### src/rtl/sa_pkg.sv
// Shared definitions for the systolic-array feed controller.
//   sa_state_e : run sequencer states
//   lane_lsb   : bit offset of lane `lane` in a packed vector of `width`-bit lanes
//   sat_lane   : unsigned saturate-or-truncate of an accumulator lane to `dw` bits
package sa_pkg;

  typedef enum logic [2:0] {
    IDLE    = 3'd0,
    LOAD    = 3'd1,
    STREAM  = 3'd2,
    DRAIN   = 3'd3,
    CAPTURE = 3'd4
  } sa_state_e;

  // Widest accumulator lane the saturation helper handles.
  localparam int SAT_W = 64;

  function automatic int lane_lsb(input int lane, input int width);
    return lane * width;
  endfunction

  // Accumulators are unsigned, so anything above 2^dw-1 clips to all ones.
  function automatic logic [SAT_W-1:0] sat_lane(input logic [SAT_W-1:0] lane,
                                                input int dw,
                                                input logic sat_en);
    logic [SAT_W-1:0] max_val;
    max_val = (SAT_W'(1) << dw) - SAT_W'(1);
    if (sat_en && (lane > max_val)) begin
      return max_val;
    end
    return lane & max_val;
  endfunction

endpackage

### src/rtl/sa_feed_ctrl_if.sv
// Bus bundle between host/array side and the feed controller.
//   Host -> ctrl : start, k_len, w_we/w_addr/w_data, a_we/a_addr/a_data,
//                  c_in (array column accumulators), c_sel, sat_en
//   Ctrl -> host : w_out, a_out, hold (to array), busy, done, wr_err, result
// Modports: master = host/array side, slave = sa_feed_ctrl.
interface sa_feed_ctrl_if #(
  parameter int N     = 4,
  parameter int DW    = 8,
  parameter int ACC_W = 24,
  parameter int K_MAX = 16
);
  localparam int K_W  = $clog2(K_MAX + 1);
  localparam int WA_W = $clog2(N);
  localparam int AA_W = $clog2(K_MAX);

  logic                 start;
  logic [K_W-1:0]       k_len;
  logic                 w_we;
  logic [WA_W-1:0]      w_addr;
  logic [N*DW-1:0]      w_data;
  logic                 a_we;
  logic [AA_W-1:0]      a_addr;
  logic [N*DW-1:0]      a_data;
  logic [N*ACC_W-1:0]   c_in;
  logic [WA_W-1:0]      c_sel;
  logic                 sat_en;
  logic [N*DW-1:0]      w_out;
  logic [N*DW-1:0]      a_out;
  logic                 hold;
  logic                 busy;
  logic                 done;
  logic                 wr_err;
  logic [DW-1:0]        result;

  modport master (
    output start, k_len, w_we, w_addr, w_data, a_we, a_addr, a_data,
           c_in, c_sel, sat_en,
    input  w_out, a_out, hold, busy, done, wr_err, result
  );

  modport slave (
    input  start, k_len, w_we, w_addr, w_data, a_we, a_addr, a_data,
           c_in, c_sel, sat_en,
    output w_out, a_out, hold, busy, done, wr_err, result
  );

endinterface

### src/rtl/sa_skew_buf.sv
// Activation storage (K_MAX vectors of N lanes) with diagonally skewed readout.
//   we/addr/wdata : vector write (caller already gates it to idle)
//   stream_en     : the next cycle is a STREAM cycle
//   t             : stream step for the next cycle
//   k_q           : vectors in this run
//   a_out         : registered skewed activations; lane j = abuf[t-j][j] or 0
module sa_skew_buf
  import sa_pkg::*;
#(
  parameter int N     = 4,
  parameter int DW    = 8,
  parameter int K_MAX = 16,
  parameter int CW    = 5,
  parameter int K_W   = 5
) (
  input  logic                       clk,
  input  logic                       rst_n,
  input  logic                       we,
  input  logic [$clog2(K_MAX)-1:0]   addr,
  input  logic [N*DW-1:0]            wdata,
  input  logic                       stream_en,
  input  logic [CW-1:0]              t,
  input  logic [K_W-1:0]             k_q,
  output logic [N*DW-1:0]            a_out
);
  localparam int AA_W = $clog2(K_MAX);

  logic [N*DW-1:0] abuf_reg [K_MAX];
  logic [DW-1:0]   lane_val [N];
  logic [N*DW-1:0] a_out_next;
  logic [N*DW-1:0] a_out_reg;

  // Buffer contents are part of the reset state, so this is flop storage.
  always_ff @(posedge clk or negedge rst_n) begin
    if (!rst_n) begin
      for (int i = 0; i < K_MAX; i++) begin
        abuf_reg[i] <= '0;
      end
    end else if (we) begin
      abuf_reg[addr] <= wdata;
    end
  end

  // Lane j lags lane 0 by j steps; outside its window it feeds zeros.
  for (genvar gi = 0; gi < N; gi++) begin : g_lane
    logic [CW-1:0] diff;
    logic          hit;
    assign diff = t - CW'(gi);
    assign hit  = stream_en && (t >= CW'(gi)) && (diff < CW'(k_q));
    assign lane_val[gi] = hit ? abuf_reg[AA_W'(diff)][lane_lsb(gi, DW) +: DW] : '0;
  end

  always_comb begin
    a_out_next = '0;
    for (int j = 0; j < N; j++) begin
      a_out_next[j*DW +: DW] = lane_val[j];
    end
  end

  always_ff @(posedge clk or negedge rst_n) begin
    if (!rst_n) begin
      a_out_reg <= '0;
    end else begin
      a_out_reg <= a_out_next;
    end
  end

  assign a_out = a_out_reg;

endmodule

### src/rtl/sa_feed_ctrl.sv
// Run sequencer feeding an N x N weight-stationary systolic MAC array.
// Holds the weight rows, drives the IDLE/LOAD/STREAM/DRAIN/CAPTURE sequence,
// captures the column accumulators and presents one lane, truncated or
// saturated, on `result`.
//   clk, rst_n : clock, asynchronous active-low reset
//   bus        : sa_feed_ctrl_if slave (host writes, array I/O, status, result)
module sa_feed_ctrl
  import sa_pkg::*;
#(
  parameter int N     = 4,
  parameter int DW    = 8,
  parameter int ACC_W = 24,
  parameter int K_MAX = 16
) (
  input  logic          clk,
  input  logic          rst_n,
  sa_feed_ctrl_if.slave bus
);
  localparam int K_W  = $clog2(K_MAX + 1);
  localparam int WA_W = $clog2(N);
  // Counter spans both N-cycle phases and the k_q+N-1 stream phase.
  localparam int CW   = $clog2(K_MAX + N + 1);

  sa_state_e          state_reg, state_next;
  logic [CW-1:0]      cnt_reg, cnt_next;
  logic [K_W-1:0]     k_q_reg, k_q_next;
  logic [K_W-1:0]     k_clamped;
  logic [CW-1:0]      stream_last;
  logic               idle;

  logic [N*DW-1:0]    wbuf_reg [N];
  logic [N*DW-1:0]    w_out_reg, w_out_next;
  logic               hold_reg, busy_reg, done_reg, wr_err_reg;
  logic [N*ACC_W-1:0] res_q_reg;
  logic [ACC_W-1:0]   lane_sel;
  logic [N*DW-1:0]    a_out_w;

  assign idle        = (state_reg == IDLE);
  assign k_clamped   = (bus.k_len > K_W'(K_MAX)) ? K_W'(K_MAX) : bus.k_len;
  assign stream_last = CW'(k_q_reg) + CW'(N - 2);

  // ---------------- FSM ----------------
  always_ff @(posedge clk or negedge rst_n) begin
    if (!rst_n) begin
      state_reg <= IDLE;
    end else begin
      state_reg <= state_next;
    end
  end

  always_comb begin
    state_next = state_reg;
    cnt_next   = cnt_reg;
    k_q_next   = k_q_reg;
    case (state_reg)
      IDLE: begin
        if (bus.start) begin
          state_next = LOAD;
          cnt_next   = '0;
          k_q_next   = k_clamped;
        end
      end
      LOAD: begin
        if (cnt_reg == CW'(N - 1)) begin
          cnt_next   = '0;
          state_next = (k_q_reg == '0) ? DRAIN : STREAM;
        end else begin
          cnt_next = cnt_reg + CW'(1);
        end
      end
      STREAM: begin
        if (cnt_reg == stream_last) begin
          cnt_next   = '0;
          state_next = DRAIN;
        end else begin
          cnt_next = cnt_reg + CW'(1);
        end
      end
      DRAIN: begin
        if (cnt_reg == CW'(N - 1)) begin
          cnt_next   = '0;
          state_next = CAPTURE;
        end else begin
          cnt_next = cnt_reg + CW'(1);
        end
      end
      CAPTURE: begin
        cnt_next   = '0;
        state_next = IDLE;
      end
      default: begin
        cnt_next   = '0;
        state_next = IDLE;
      end
    endcase
  end

  // ---------------- weight buffer ----------------
  always_ff @(posedge clk or negedge rst_n) begin
    if (!rst_n) begin
      for (int i = 0; i < N; i++) begin
        wbuf_reg[i] <= '0;
      end
    end else if (bus.w_we && idle) begin
      wbuf_reg[bus.w_addr] <= bus.w_data;
    end
  end

  // Outputs are registered from the next state so they line up with the
  // state they belong to. Row N-1 is shifted in first.
  always_comb begin
    w_out_next = '0;
    if (state_next == LOAD) begin
      w_out_next = wbuf_reg[WA_W'(N - 1) - WA_W'(cnt_next)];
    end
  end

  // ---------------- datapath / status registers ----------------
  always_ff @(posedge clk or negedge rst_n) begin
    if (!rst_n) begin
      cnt_reg    <= '0;
      k_q_reg    <= '0;
      w_out_reg  <= '0;
      hold_reg   <= 1'b0;
      busy_reg   <= 1'b0;
      done_reg   <= 1'b0;
      wr_err_reg <= 1'b0;
      res_q_reg  <= '0;
    end else begin
      cnt_reg   <= cnt_next;
      k_q_reg   <= k_q_next;
      w_out_reg <= w_out_next;
      // Array stays in compute mode through CAPTURE so the accumulators
      // are not disturbed while they are sampled.
      hold_reg  <= (state_next == STREAM) || (state_next == DRAIN) ||
                   (state_next == CAPTURE);
      busy_reg  <= (state_next != IDLE);
      done_reg  <= (state_reg == CAPTURE);
      if (idle && bus.start) begin
        wr_err_reg <= 1'b0;
      end else if (!idle && (bus.w_we || bus.a_we)) begin
        wr_err_reg <= 1'b1;
      end
      if (state_reg == CAPTURE) begin
        res_q_reg <= bus.c_in;
      end
    end
  end

  // ---------------- activation buffer ----------------
  sa_skew_buf #(
    .N     (N),
    .DW    (DW),
    .K_MAX (K_MAX),
    .CW    (CW),
    .K_W   (K_W)
  ) u_skew (
    .clk       (clk),
    .rst_n     (rst_n),
    .we        (bus.a_we && idle),
    .addr      (bus.a_addr),
    .wdata     (bus.a_data),
    .stream_en (state_next == STREAM),
    .t         (cnt_next),
    .k_q       (k_q_reg),
    .a_out     (a_out_w)
  );

  // ---------------- readout ----------------
  assign lane_sel   = res_q_reg[lane_lsb(int'(bus.c_sel), ACC_W) +: ACC_W];
  assign bus.result = DW'(sat_lane(SAT_W'(lane_sel), DW, bus.sat_en));

  assign bus.w_out  = w_out_reg;
  assign bus.a_out  = a_out_w;
  assign bus.hold   = hold_reg;
  assign bus.busy   = busy_reg;
  assign bus.done   = done_reg;
  assign bus.wr_err = wr_err_reg;

endmodule

### src/flat_wrapper.sv
// flat-port wrapper written by rule: the top's interface ports become plain ports
module sa_feed_ctrl_flat import sa_pkg::*;
#(
  parameter int N     = 4,
  parameter int DW    = 8,
  parameter int ACC_W = 24,
  parameter int K_MAX = 16
)
  (clk, rst_n, bus_start, bus_k_len, bus_w_we, bus_w_addr, bus_w_data, bus_a_we, bus_a_addr, bus_a_data, bus_c_in, bus_c_sel, bus_sat_en, bus_w_out, bus_a_out, bus_hold, bus_busy, bus_done, bus_wr_err, bus_result);
  sa_feed_ctrl_if #(.N(N), .DW(DW), .ACC_W(ACC_W), .K_MAX(K_MAX)) bus_i ();
  input  logic clk;
  input  logic rst_n;
  input wire logic [$bits(bus_i.start)-1:0] bus_start;
  input wire logic [$bits(bus_i.k_len)-1:0] bus_k_len;
  input wire logic [$bits(bus_i.w_we)-1:0] bus_w_we;
  input wire logic [$bits(bus_i.w_addr)-1:0] bus_w_addr;
  input wire logic [$bits(bus_i.w_data)-1:0] bus_w_data;
  input wire logic [$bits(bus_i.a_we)-1:0] bus_a_we;
  input wire logic [$bits(bus_i.a_addr)-1:0] bus_a_addr;
  input wire logic [$bits(bus_i.a_data)-1:0] bus_a_data;
  input wire logic [$bits(bus_i.c_in)-1:0] bus_c_in;
  input wire logic [$bits(bus_i.c_sel)-1:0] bus_c_sel;
  input wire logic [$bits(bus_i.sat_en)-1:0] bus_sat_en;
  output wire logic [$bits(bus_i.w_out)-1:0] bus_w_out;
  output wire logic [$bits(bus_i.a_out)-1:0] bus_a_out;
  output wire logic [$bits(bus_i.hold)-1:0] bus_hold;
  output wire logic [$bits(bus_i.busy)-1:0] bus_busy;
  output wire logic [$bits(bus_i.done)-1:0] bus_done;
  output wire logic [$bits(bus_i.wr_err)-1:0] bus_wr_err;
  output wire logic [$bits(bus_i.result)-1:0] bus_result;
  assign bus_i.start = bus_start;
  assign bus_i.k_len = bus_k_len;
  assign bus_i.w_we = bus_w_we;
  assign bus_i.w_addr = bus_w_addr;
  assign bus_i.w_data = bus_w_data;
  assign bus_i.a_we = bus_a_we;
  assign bus_i.a_addr = bus_a_addr;
  assign bus_i.a_data = bus_a_data;
  assign bus_i.c_in = bus_c_in;
  assign bus_i.c_sel = bus_c_sel;
  assign bus_i.sat_en = bus_sat_en;
  assign bus_w_out = bus_i.w_out;
  assign bus_a_out = bus_i.a_out;
  assign bus_hold = bus_i.hold;
  assign bus_busy = bus_i.busy;
  assign bus_done = bus_i.done;
  assign bus_wr_err = bus_i.wr_err;
  assign bus_result = bus_i.result;
  sa_feed_ctrl #(.N(N), .DW(DW), .ACC_W(ACC_W), .K_MAX(K_MAX)) u_core (.clk(clk), .rst_n(rst_n), .bus(bus_i));
endmodule
### config.mk
export PLATFORM = sky130hd
export DESIGN_NAME = sa_feed_ctrl_flat
export DESIGN_NICKNAME = d
export VERILOG_FILES = /design/src/rtl/sa_pkg.sv /design/src/rtl/sa_feed_ctrl_if.sv /design/src/rtl/sa_skew_buf.sv /design/src/rtl/sa_feed_ctrl.sv /design/src/flat_wrapper.sv
export SDC_FILE = /design/constraint.sdc
export NUM_CORES = 1
export LEC_CHECK = 0
export ABC_CLOCK_PERIOD_IN_PS = 7800
export CAP_MARGIN = 25
export CORE_ASPECT_RATIO = 1.25
export CORE_MARGIN = 2
export CORE_UTILIZATION = 45
export DETAILED_ROUTE_END_ITERATION = 16
export SLEW_MARGIN = 20
export SYNTH_ARGS = -nofsm -noshare
export SYNTH_HDL_FRONTEND = slang
export SYNTH_SLANG_ARGS = --single-unit
export TNS_END_PERCENT = 5
### constraint.sdc
create_clock -name clk -period 7.8 [get_ports clk]
set_input_delay 1.56 -clock clk [delete_from_list [all_inputs] [get_ports clk]]
set_output_delay 1.56 -clock clk [all_outputs]
set_load 0.01 [all_outputs]
# Word-level counts from Yosys, hierarchy flattened
# Cells that the tools add are included.
# word_totals
ram_bits	0
output_inout_bits	76
reg_bits	817
input_bits	179
latch_bits	0
wordCells	141
rom_bits	0
n_memories	0
# op_classes
mux	42
n_reduce_logical	25
eq_ne	10
addsub	6
div_mod_pow	0
multipliers	1
bitwise_logic	7
shift	1
n_lt_le_gt_ge	19
# op_table
op	n
32-bit binary-select mux with 4-bit select	4
512-bit bitwise mux	1
32-bit two-way mux	7
128-bit bitwise mux	1
32-bit demux with 4-bit select	1
96-bit by 32-bit variable part select with 24-bit output	1
32-bit binary-select mux with 2-bit select	1
32-bit demux with 2-bit select	1
8-bit two-way mux	8
24-bit two-way mux	2
16-bit two-way mux	2
5-bit >= comparator (second input constant)	5
4-bit inverter with 5-bit output	5
24-bit by 8-bit greater-than comparator with 1-bit output (second input constant)	1
5-bit less-than comparator	4
5-bit two-way mux	4
1-bit logical AND	15
5-bit one-hot mux with 3 select lines	1
3-bit by 2-bit == test with 1-bit output (second input constant)	4
3-bit two-way mux	4
3-bit one-hot mux with 4 select lines	1
5-bit by 1-bit >= comparator with 1-bit output (second input constant)	2
5-bit by 2-bit >= comparator with 1-bit output (second input constant)	2
5-bit by 2-bit subtractor with 5-bit output (second input constant)	2
other kinds (23)	32

# Depth between registers and ports, before layout
# Gate-level depths: netlist of run 1.
# logic_depth
ltp_word	10
mapped_depth	23

# Cells and area by module
# Synthesis of run 1 repeated with hierarchy kept, for this count alone.
# hier_totals
hier_cells	2284
area_unflattened_um2	35906.9
# modules_own_cells
mod	seq_area_each_um2	instances	cells_per_inst	area_each_um2
sa_skew_buf	13613.1	1	1522	24509.8
sa_feed_ctrl	6831.6	1	762	11397.2

# Least setup slack after synthesis of run 1
# OpenSTA, ideal clock, no wires.
# synth_path
path_kind	input port to flip-flop
start	in bus_start
end	reg u_core.u_skew.a_out_reg[24] (netlist: u_core.u_skew.a_out[24])
t_arrival_ns	5.397
cell_stages	21
path_slack_ns	2.318
required_ns	7.715
path_cell_list	nor4_2 > a32oi_1 > and2_1 > buf_2 > clkbuf_1 > clkbuf_1 > inv_1 > ha_1 > nand2_2 > or3b_4 > xnor2_4 > buf_12 > inv_1 > ha_1 > nand3_1 > a21oi_1 > a211o_1 > a211oi_1 > nand2b_1 > buf_1 > o22ai_1
# synth_via
elab_chain_cells	8
# synth_rtl
item	line	text
start: declaration	flat_wrapper.sv:13	input wire logic [$bits(bus_i.start)-1:0] bus_start;
5-bit two-way mux	sa_feed_ctrl.sv:57	if (bus.start) begin
5-bit one-hot mux with 3 select lines	sa_feed_ctrl.sv:55	case (state_reg)
5-bit by 2-bit subtractor with 5-bit output	sa_skew_buf.sv:48	assign diff = t - CW'(gi);
4-bit inverter with 5-bit output (implied by the code)	sa_skew_buf.sv:50	assign lane_val[gi] = hit ? abuf_reg[AA_W'(diff)][lane_lsb(gi, DW) +: DW] : '0;
32-bit binary-select mux with 4-bit select	sa_skew_buf.sv:50	
32-bit two-way mux (implied by the code) (2 in a row)	sa_skew_buf.sv:50	
8-bit two-way mux *	sa_skew_buf.sv:50	
net u_core.u_skew.a_out_next[24]	sa_skew_buf.sv:30	logic [N*DW-1:0] a_out_next;
end signal: assignment	sa_skew_buf.sv:64	a_out_reg <= a_out_next;
end: declaration	sa_skew_buf.sv:31	logic [N*DW-1:0] a_out_reg;
# Mark *: on every way through the listed nets, which the timed path passes. The rest lies on a longest branch. The select of a mux whose other input is x is not followed.
# A chain may end at the register's enable or synchronous reset.

# Worst setup path after layout of run 1
# layout_path
start	in bus_c_sel[0]
end	out bus_result[3]
# layout_via
elab_chain_cells	6
# layout_rtl
item	line	text
start: declaration	flat_wrapper.sv:22	input wire logic [$bits(bus_i.c_sel)-1:0] bus_c_sel;
2-bit by 2-bit multiplier with 4-bit output *	sa_pkg.sv:19	return lane * width;
96-bit by 32-bit variable part select with 24-bit output *	sa_feed_ctrl.sv:170	assign lane_sel = res_q_reg[lane_lsb(int'(bus.c_sel), ACC_W) +: ACC_W];
24-bit by 8-bit greater-than comparator with 1-bit output	sa_pkg.sv:28	if (sat_en && (lane > max_val)) begin
1-bit logical AND	sa_pkg.sv:28	
1-bit two-way mux	sa_pkg.sv:28	
8-bit two-way mux *	sa_pkg.sv:31	return lane & max_val;
end: declaration	flat_wrapper.sv:30	output wire logic [$bits(bus_i.result)-1:0] bus_result;
# Mark *: on every way between the ends. The rest lies on a longest branch, timed or not.

==> summary.txt, run 1 <==
fmax: 165 MHz
RR Startpoint: u_core.cnt_reg[0]
sequential share of the synthesized area: 0.560
Synth top area share: 0.560
leakage: 19.8 nW
core area: 80,300 um^2
Hold WC Path Type: reg -> reg
area growth from synthesis to layout: 17.5%
Num Clock Sinks: 817
CP Max Fanout: 12
Final HPWL DP: 53,900 um
top-count cell post-synth: dfrtp_1
Die Area: 83,400 um^2
Synth Instances: 2,634
worst reg2reg path endpoint: u_core.u_skew.a_out[30]
post-synthesis mux area share: 0.309
Hold Path End: u_core.u_skew.abuf_reg[26]
Slew @ Worst Pin: 1.08 ns
Peak VDD IR: 0.501 mV
Hold Path Depth: 1
Hold Buf Count CTS: 0
status: finished, final reports clean
Routed wire per std cell: 23.1 um
Reg clk slew, reported paths: 0.06 ns
Synth warnings: 0
die width: 259 um
Post-Syn Area: 36,500 um^2
Synth Area in Simple Gates: 0.0677
largest net degree at the start of global routing: 189
CP Data Required Time: 6.24 ns
TritonCTS buffer count: 84
Synth Area in XOR/XNOR: 0.00542
power share of the sequential group: 0.350
clk_skew: 0.0200 ns
RD Place Congestion: 0.805
Synth Register Bits: 817
I/O Buffers: 254
EDFF count, synth: 0
Vias: 22,309
Clock Latency Late Sink: 0.64 ns
Critical Path AT: 4.48 ns
dpl cells: 3,802
Initial Util: 0.455
Max Slew Vio Count: 0
# Max-Cap Violations: 0
unrepaired setup endpoints after global routing: no
final net count: 3,032
DRT Pass-1 Iters: 6
Comb power frac: 0.392
H-tree depth: 3
global route overflow: 0
Synth Area in Adders: 0.00857
Tot Pwr: 15.8 mW
Synth area leaders: dfrtp_1, mux2_2, mux4_2
Setup Fix Bufs, Post-CTS: 0
WL final: 91,300 um
Hold Vio Cnt, Final: 0
Psw: 5.57 mW
Worst Hold Launch: u_core.u_skew.abuf_reg[26]
max FFs per register: 512
Site Rows: 116
Initial DRC Count: 1,461
pwr/cell area: 368 nW/um^2
Vert. Die Dim: 322 um
DRC Markers: 0
Most used DFF post-synth: dfrtp_1
FFs w/ async S/R, synth: 1.00
Post-synth top cells: dfrtp_1, mux2_2, nand2_1
TritonCTS clock tree: built
root buffer cell: clkbuf_16
final instance count without filler cells: 3,954
area leader, netlist: dfrtp_1
Total Neg Setup Slack: 0 ns
Int Power: 10.2 mW
initial antenna violation count: 11
reg2reg setup slack: 2.40 ns
syn avg cell area: 13.9 um^2
Final ANT Viol Nets: 0
CP endpoint kind: output pin
vias per cell: 5.64
Sw Share: 0.353
largest family of logic cells by synthesized area: multiplexers
final setup fails: 0
Synth Area in Compound Gates: 0.0250
first-pass GRT wire length: 142,000 um
slew margin rel.: 0.279
post-synthesis net count: 2,838
clock buffer depth: 3
FF-to-FF path depth: 18
Setup Crit Path Kind: in -> out
final worst-path cycle share: 0.775
share of layout cells above drive strength 1: 0.368
fin crit period: 6.04 ns
# IOs: 255
fillers: 6,636
vias in the first global route: 23,697
synth unique cells: 68
Post-CTS Resized: 0
Clock power frac: 0.258
Global Route Usage Sum: 0.222
CP startpoint kind: primary input
metrics by stage:
stage	area (um^2)	util	setup WS, ns	hold WS (ns)
after floorplan	36500	-	2.32	0.471
after global placement	40000	0.499	1.54	0.482
after detailed placement	40100	0.499	1.42	0.488
after CTS	42800	0.534	1.69	0.501
after global routing	42900	0.534	1.55	0.513
final	42900	0.534	1.76	0.500
per-layer routing:
layer  routed length [um]  global-route usage  vias to the layer above
met3                 4680              0.0439                      157
met2                44600               0.366                      512
met5                  101                   0                        -
met1                39800               0.297                    11732
li1                     -                   -                     9892
met4                 2100              0.0692                       16
how the worst max path moves through the flow:
stage / start / endpoint / slack [ns] / cells past startpoint
global placement: bus_start / u_core.u_skew.a_out[10] / 1.54 / 16
CTS: bus_c_sel[0] / bus_result[1] / 1.69 / 8
finish: bus_c_sel[0] / bus_result[3] / 1.76 / 8
floorplan: bus_start / u_core.u_skew.a_out[24] / 2.32 / 21
detailed placement: bus_start / u_core.u_skew.a_out[30] / 1.42 / 20
global route: bus_c_sel[0] / bus_result[3] / 1.55 / 8
power groups by stage:
stage               clock network (mW)  registers, mW  logic (mW)
floorplan                            0           5.46        4.50
global placement                     0           5.53        6.12
detailed placement                   0           5.58        6.21
CTS                               4.18           5.51        6.24
global route                      4.35           5.61        6.74
finish                            4.07           5.52        6.18
area by class of cell:
| class | instances | area (um^2) | area share |
|---|---|---|---|
| Inverter | 17 | 76.3 | 0.00178 |
| Timing Repair Buffer | 301 | 2990 | 0.0696 |
| Antenna cell | 2 | 5.00 | 0.000117 |
| Sequential cell | 817 | 20400 | 0.477 |
| Multi-Input combinational cell | 1607 | 15300 | 0.356 |
| Clock inverter | 22 | 264 | 0.00616 |
| Tap cell | 1062 | 1330 | 0.0310 |
| Clock buffer | 126 | 2520 | 0.0588 |
cells by family after synthesis:
family	after synthesis
xor+xnor	18
buf+inv	210
flops	817
compound gates	120
simple gates	523
fa+ha+maj	25
mux	921
placed cells by master, fill, tap and decap left out, types with 13 or more instances in the layout:
master and n:
mux4_2 88, clkbuf_8 22, clkbuf_16 86, ha_1 25
mux2i_1 80, clkdlybuf4s50_1 253, nand2_1 249, nor4_1 17
nor2_1 15, dfrtp_1 817, nand3_1 119, a311o_1 16
a21o_1 21, o22ai_1 16, clkbuf_1 18, mux2_2 753
inv_1 13, buf_4 40, and3_1 48
worst max-delay path, stage by stage:
cell and delay, ns:
clkdlybuf4s50_1 0.79, nor4_1 0.41, nand4_1 0.11, or4_1 0.44, a31oi_1 0.20, nor2b_1 0.16, or2_2 0.33, clkdlybuf4s50_1 0.48
Note: power is estimated with default switching activity, not from simulation.
==> run 2: changes to the inputs <==
- ABC_CLOCK_PERIOD_IN_PS: 7800 -> 5800
- clock period: 7.8 -> 5.8 ns (I/O delays scaled with it)
==> run 2 against run 1 <==
  * Sequential share of layout area is 0.17 points lower
  * Routed wire length hardly changed
  * Cell count is 0.28% higher
  * Power is 36% higher
  * Via count hardly changed
  * Global-route usage hardly changed
  * Non-clock buffer count is 3 higher
  * Critical path depth is 11 higher
  * Hold slack worse by 0.0027 ns
  * Clock power is 37% higher
  * Utilization is 0.19 points higher
  * Highest routed layer unchanged
==> summary.txt, run 2 (same netlist as run 1, synthesis figures left out) <==
first-pass GRT wire length: 143,000 um
final worst-path cycle share: 0.867
Peak VDD IR: 0.581 mV
CP Data Required Time: 6.33 ns
Slew @ Worst Pin: 1.05 ns
final instance count without filler cells: 3,965
DRC Markers: 0
DRT Pass-1 Iters: 5
Num Clock Sinks: 817
slew margin rel.: 0.297
Hold WC Path Type: reg -> reg
Site Rows: 116
TritonCTS clock tree: built
Hold Vio Cnt, Final: 0
Global Route Usage Sum: 0.222
# IOs: 255
Psw: 7.53 mW
CP startpoint kind: primary input
WL final: 91,300 um
Setup Fix Bufs, Post-CTS: 0
Cell Area, Placed: 40,100 um^2
Initial Util: 0.455
area growth from synthesis to layout: 17.9%
Routed wire per std cell: 23.0 um
core area: 80,300 um^2
initial antenna violation count: 4
Die Area: 83,400 um^2
Critical Path AT: 5.56 ns
most common cell after layout, fill and taps aside: dfrtp_1
dpl cells: 3,807
leakage: 19.9 nW
Clock power frac: 0.261
Vert. Die Dim: 322 um
TritonCTS buffer count: 84
share of layout cells above drive strength 1: 0.370
fillers: 6,687
clock buffer depth: 3
CP Max Fanout: 11
final setup fails: 0
Sw Share: 0.352
status: finished, final reports clean
I/O Buffers: 254
# Max-Cap Violations: 0
Clock Latency Late Sink: 0.64 ns
Vias: 22,298
pwr/cell area: 497 nW/um^2
clk_skew: 0.0305 ns
vias per cell: 5.62
final net count: 3,035
unrepaired setup endpoints after global routing: no
max FFs per register: 512
vias in the first global route: 24,026
Final HPWL DP: 54,400 um
CP max stage cell: clkdlybuf4s50_1
CP most frequent cell: ha_1
die width: 259 um
CP max stage delay: 0.60 ns
fin crit period: 5.03 ns
power share of the sequential group: 0.346
Max Slew Vio Count: 0
commonest cells after routing, fill and taps aside: dfrtp_1, mux2_2, clkdlybuf4s50_1
CP Cell Sequence: clkdlybuf4s50_1 -> nor2_1 -> or3_1 -> a22oi_1 -> a2111oi_2 -> or2_2 -> inv_2 -> ha_1 -> nand2_2 -> or3b_4 -> xnor2_4 -> inv_1 -> ha_1 -> nand3_1 -> a21oi_1 -> a211o_1 -> a211oi_1 -> o21ai_1 -> o22ai_1
Comb power frac: 0.393
Initial DRC Count: 1,247
largest net degree at the start of global routing: 147
Final ANT Viol Nets: 0
Post-CTS Resized: 0
Total Neg Setup Slack: 0 ns
Setup Crit Path Kind: in -> reg
Hold Buf Count CTS: 0
fin area: 43,000 um^2
H-tree depth: 3
RD Place Congestion: 0.819
global route overflow: 0
root buffer cell: clkbuf_16
Reg clk slew, reported paths: 0.06 ns
Int Power: 13.8 mW
CP endpoint kind: register
fmax: 199 MHz
## run 2: worst paths after layout
kind | end | slack [ns] | start | cells after the start
setup / recovery | u_core.u_skew.a_out[25] | 0.77 | bus_start | 19
min in group asynchronous | u_core.u_skew.abuf_reg[243] | 0.62 | rst_n | 1
hold reg to reg | u_core.u_skew.abuf_reg[13] | 0.50 | u_core.u_skew.abuf_reg[13] | 1
max in group asynchronous | u_core.wbuf_reg[38] | 3.79 | rst_n | 2
hold / removal | u_core.u_skew.abuf_reg[13] | 0.50 | u_core.u_skew.abuf_reg[13] | 1
setup reg to reg | u_core.u_skew.a_out[25] | 0.87 | u_core.cnt_reg[0] | 19
## run 2: cell type report
cell class	count	area, um^2	share of cell area
diodes	3	7.51	0.000174
clock buffers	129	2570	0.0598
clock inverters	26	323	0.00750
inverters	17	76.3	0.00177
multi-input cells	1607	15200	0.354
flip-flops and latches	817	20400	0.475
well taps	1062	1330	0.0309
repair buffers	304	3040	0.0705
## run 2: metal layers
| layer | part of all wire | vias up | track usage | wire length (um) |
|---|---|---|---|---|
| li1 | - | 9915 | - | - |
| met1 | 0.42 | 11698 | 0.289 | 38700 |
| met2 | 0.49 | 555 | 0.374 | 45100 |
| met3 | 0.057 | 126 | 0.0435 | 5230 |
| met4 | 0.024 | 4 | 0.0699 | 2210 |
| met5 | 0.00027 | - | 0 | 25 |
## run 2: worst max-delay path: cells and delay by family
| kind | cells | cell delay, ns |
|---|---|---|
| AOI/OAI and AO/OA | 7 | 1.79 |
| and+or+nand+nor | 6 | 1.18 |
| buffers and inverters | 3 | 0.77 |
| adders and majority gates | 2 | 0.49 |
| xor gates and xnor gates | 1 | 0.15 |
## run 2: stage by stage
stage | setup slack, ns | hold WS [ns] | utilization | power [mW]
finish | 0.774 | 0.497 | 0.536 | 21.4
CTS | 0.794 | 0.503 | 0.536 | 21.7
global placement | 0.367 | 0.482 | 0.500 | 15.7
floorplan | 0.667 | 0.471 | - | 13.4
global route | 0.541 | 0.511 | 0.536 | 22.7
detailed placement | 0.214 | 0.490 | 0.500 | 16.0
## run 2: power groups by stage
stage	clock, mW	sequential [mW]	combinational, mW
3_3_place_gp	0	7.43	8.29
4_1_cts	5.73	7.40	8.52
2_1_floorplan	0	7.34	6.06
3_5_place_dp	0	7.50	8.49
5_1_grt	5.98	7.54	9.14
6_report	5.58	7.41	8.40
